$ cat config.mk
export PLATFORM = sky130hd
export DESIGN_NAME = hilo_ctrl
export DESIGN_NICKNAME = d
export VERILOG_FILES = /design/src/rtl/hilo_ctrl.sv
export SDC_FILE = /design/constraint.sdc
export NUM_CORES = 1
export LEC_CHECK = 0
export ABC_AREA = 1
export CAP_MARGIN = 30
export CORE_MARGIN = 5
export CORE_UTILIZATION = 39
export CTS_BUF_LIST = sky130_fd_sc_hd__clkbuf_8
export DETAILED_ROUTE_END_ITERATION = 10
export GPL_TIMING_DRIVEN = 0
export PLACE_DENSITY = 0.79
export SLEW_MARGIN = 20
export SYNTH_ARGS = -nofsm -noshare
export SYNTH_HDL_FRONTEND = slang
export SYNTH_SLANG_ARGS = --single-unit
$ cat constraint.sdc
create_clock -name clk -period 5.7 [get_ports clk]
set_input_delay 1.14 -clock clk [delete_from_list [all_inputs] [get_ports clk]]
set_output_delay 1.14 -clock clk [all_outputs]
set_load 0.02 [all_outputs]
$ cat src/rtl/hilo_ctrl.sv
// hilo_ctrl: sequences the external multiplier and owns the architectural HI/LO registers.
module hilo_ctrl #(
   parameter int LATENCY = 36
) (
   input  logic        clk,
   input  logic        reset,
   input  logic        mult_req,
   input  logic [31:0] op_a,
   input  logic [31:0] op_b,
   input  logic        mthi,
   input  logic        mtlo,
   input  logic [31:0] wdata,
   input  logic        rd_hi,
   input  logic [31:0] mult_hi,
   input  logic [31:0] mult_lo,
   output logic [31:0] mult_a,
   output logic [31:0] mult_b,
   output logic        start,
   output logic        stall,
   output logic        done,
   output logic [31:0] hi,
   output logic [31:0] lo,
   output logic [31:0] rdata
);
   typedef enum logic [1:0] {S_IDLE, S_ISSUE, S_WAIT, S_CAPTURE} state_t;
   state_t state, state_nxt;
   logic [5:0] cnt;
   logic accept;
   assign accept = (state == S_IDLE) && mult_req;
   always_ff @(posedge clk or posedge reset)
      if (reset) state <= S_IDLE;
      else state <= state_nxt;
   always_comb begin
      state_nxt = state;
      case (state)
         S_IDLE:    state_nxt = mult_req ? S_ISSUE : S_IDLE;
         S_ISSUE:   state_nxt = S_WAIT;
         S_WAIT:    state_nxt = (cnt == 6'd1) ? S_CAPTURE : S_WAIT;
         S_CAPTURE: state_nxt = S_IDLE;
         default:   state_nxt = S_IDLE;
      endcase
   end
   always_comb stall = (state != S_IDLE);
   // The counter only runs in WAIT, so loading LATENCY-1 puts capture at E0+LATENCY.
   always_ff @(posedge clk or posedge reset)
      if (reset) begin
         mult_a <= '0;
         mult_b <= '0;
         start  <= 1'b0;
         done   <= 1'b0;
         cnt    <= '0;
         hi     <= '0;
         lo     <= '0;
      end else begin
         start <= accept;
         done  <= (state == S_CAPTURE);
         if (accept) begin
            mult_a <= op_a;
            mult_b <= op_b;
            cnt    <= 6'(LATENCY - 1);
         end
         if (state == S_WAIT) cnt <= cnt - 6'd1;
         if (state == S_CAPTURE) begin
            hi <= mult_hi;
            lo <= mult_lo;
         end else if (state == S_IDLE) begin
            if (mthi) hi <= wdata;
            if (mtlo) lo <= wdata;
         end
      end
   assign rdata = rd_hi ? hi : lo;
endmodule

Yosys cells after proc, flatten, opt, wreduce, memory -nomap -nowiden
Cells that the tools add are included.
{"block": "classes", "n_addsub": 1, "eq_ne": 4, "muxes": 12, "n_reduce_logical": 9}
{"cell": "$mux 32", "count": 7}
{"cell": "$mux 6", "count": 2}
{"cell": "$reduce_bool 2->1", "count": 5}
{"cell": "$pmux 2 s4", "count": 1}
{"cell": "$eq 6x1->1 const B", "count": 1}
{"cell": "$sub 6x1->6 const B", "count": 1}
{"cell": "$eq 2x2->1 const B", "count": 2}
{"cell": "$reduce_and 2->1", "count": 2}
{"cell": "$eq 2x1->1 const B", "count": 1}
{"cell": "$logic_not 2->1", "count": 1}
{"cell": "$mux 1", "count": 2}
{"cell": "$logic_and 1x1->1", "count": 1}
{"block": "word_totals", "regBits": 138, "in_bits": 166, "out_inout_bits": 163, "word_cells": 34}

Logic depth before layout (Yosys ltp)
{"block": "depth", "word_depth": 4, "depth_mapped": 8, "ltp_nobuf": 8}

Least setup slack after synthesis
No wires, ideal clock.
{"block": "synth_path", "kind": "input to output", "startpoint": "input port rd_hi", "endpoint": "output port rdata[23]", "t_arrival_ps": 1959, "required_ps": 4560, "slack_ps": 2601, "cell_stages": 3, "path_buffers": 2, "cell_sequence": "buf_2 clkbuf_1 o21ai_0"}
{"block": "synth_between", "elab_chain_cells": 1}
{"item": "from (decl)", "line_no": "13", "text": "input logic rd_hi,"}
{"item": "$mux 32", "line_no": "71", "text": "assign rdata = rd_hi ? hi : lo;"}
{"item": "to (decl)", "line_no": "23", "text": "output logic [31:0] rdata"}
No other way between the ends.

Worst setup path in the final report
{"block": "layout_path", "startpoint": "input port rd_hi", "endpoint": "output port rdata[14]"}
Same word-level chain as after synthesis.

==> metrics <==
Remaining DRCs=0; post-route cell area=around 11,000 sq um; FP Rows=47; final hold vios=0; final setup skew=a little over 0.01 ns; footprint of the multi-input gates=2570 sq um; die area=19,300 sq um; drt pass-1 iters=5; # setup viols final=0; main flop type after synthesis=dfrtp_1; status=complete, no violations; GP Congestion=0.965; Worst EP arrival=2.77 ns; syn_nets=1,019; clock root buffer=clkbuf_8; sequential cell area=3450 sq um; Slew HR=0.583; Post-synth EDFFs=0; nets=1,366; final period utilization=0.686; TritonCTS Buffers=17; global-route wire length before repair=36,700 um; CP max FO=10; crit path kind=input port to output pin; max-cap viol count=0; area grow syn2layout=62.1%; IO Pins=approximately 330; most frequent cell after synthesis=nand2_1; hpwl dp=18,500 um; Final min period=3.91 ns; Buffers on Ports=327; fmax=256 MHz; vias in the first global route=6,824; critical path required time=4.56 ns; Die Span Y=139 um; area of the core=16,500 sq um; Initial Util=0.394; Synth Area per Inst=7.65 sq um; WL/cell=between 15 and 20 um; vias post-DR=6,774; antenna violations before repair=0; total detailed-routing wirelength=23,600 um; fillers=between 1,000 and 1,500; clk buf depth=2; post-synthesis async set-or-reset flop share=1.00; post-synth top area share=0.533; Crit path largest cell delay=0.69 ns; hold crit path type=register to register; area post-placement=roughly 10,000 sq um; clock latency on the worst-skew pair=0.44 ns; Chip Width=139 um; Slowest-stage cell, CP=clkdlybuf4s50_1; GR Overflow Total=0; via-per-instance ratio=between 4 and 5; Synth Register Bits=138; post-synthesis sequential area ratio=0.533; Hold Slack=0.480 ns; Final Util=0.638; area leader, netlist=dfrtp_1; Final Max Slew Viols=0; H-tree levels=4; post-CTS sizing=0; RSZ-0062 raised after global routing=false; most common library cells after synthesis=nand2_1 (493), dfrtp_1 (138), o21ai_0 (62); worst slack, placed=1.79 ns; total global-route track usage=0.240; share of cells above drive strength 1=0.0689; Final Non-Filler Cells=1,426; CTS Hold Bufs=0; clk sink count=138; placed insts=1,395; clk slew on worst S/H paths=0.07 ns; CTS tree=built; PnR worst setup slack=1.79 ns; Pwr per Cell Area=574 nW/um^2; Max IR drop VDD=0.000273 V; Synth Warn #=0; crit path cell chain=buf_2 > clkbuf_1 > nand2_1 > o21ai_0 > clkdlybuf4s50_1; Pleak=between 5 and 6 nW; critical path launch point type=input port; synthesized instance count=847; Syn Std Cell Area=6480 sq um; ANT nets after route=0; ranking of synthesized cells by area=dfrtp_1 (53%), nand2_1 (29%), o21ai_0 (4.8%), inv_1 (2.7%), buf_4 (2.1%); initial drt markers=340; postcts setup bufs=0; Worst Setup End Kind=output pin; post-synth cell types=18; actual slew at the worst max-slew pin=0.625 ns; maximum number of pins on one net before global-route repair=just under 80
[flip-flops by register name (all words and copies together) (netlist names)]
register,count
cnt,6
done,1
hi,32
lo,32
mult_a,32
mult_b,32
start,1
state,2
[logic make-up after synthesis]
| logic type | count (synthesis) | synth area share |
|---|---|---|
| flops | 138 | 0.533 |
| simple gates | 511 | 0.302 |
| fa+ha+maj | 6 | 0.0116 |
| buf+inv | 92 | 0.0707 |
| compound gates | 100 | 0.0834 |
[through the flow]
stage,TNS [ns],power (mW)
after global routing,0,6.42
after floorplan,0,3.49
after CTS,0,6.08
after detailed placement,0,5.16
final,0,6.03
after global placement,-171.28,5.10
[worst max-delay path, delay by kind of cell]
kind / cells / cell delay, ns
buf+inv: 3 / 1.42
compound gates: 1 / 0.11
simple gates: 1 / 0.10
[placed cells by master (no fill, tap or decap), drive strengths merged, types with 2 or more instances in the layout]
master         synthesis  layout
buf                   39      40
bufinv                 0       5
clkbuf                 7      24
clkdlybuf4s50          0     327
clkinv                 0       3
clkinvlp               0       2
dfrtp                138     138
ha                     6       6
inv                   46      49
nand2                493     493
nand3                  5       5
nand4                  2       2
nor2                  10      10
o21ai                 99      99
[path summary, 6_finish.rpt]
kind	startpoint	slack, ns	depth (start not counted)	end
min in group asynchronous	reset	1.14	2	start
worst max-delay path	rd_hi	1.79	5	rdata[14]
worst max register to register	state[0]	3.99	7	mult_a[19]
max in group asynchronous	reset	3.85	3	hi[13]
worst min register to register	mult_b[9]	0.48	2	mult_b[9]
worst min-delay path	mult_b[9]	0.48	2	mult_b[9]
[power by group]
group	switching (mW)	internal, mW
Clock	0.386	0.515
Combinational	1.91	1.47
Sequential	0.306	1.45
Total	2.60	3.43
[final cells by class]
cell class,count,share of cell area
tap,220,0.0262
clock buffer,17,0.0223
antenna,1,0.000238
multi-input combinational,617,0.245
inverter,46,0.0172
buffer,46,0.0272
clock inverter,13,0.0194
sequential,138,0.329
timing repair buffer,328,0.314
[metal layers]
layer,GRT usage,up-vias,wire (um)
met1,0.275,3137,9120
met4,0.0865,0,658
met3,0.0952,38,2330
met2,0.408,304,11500
li1,-,3295,-
met5,0,-,0
No activity file was read; power rests on OpenSTA's default activity.
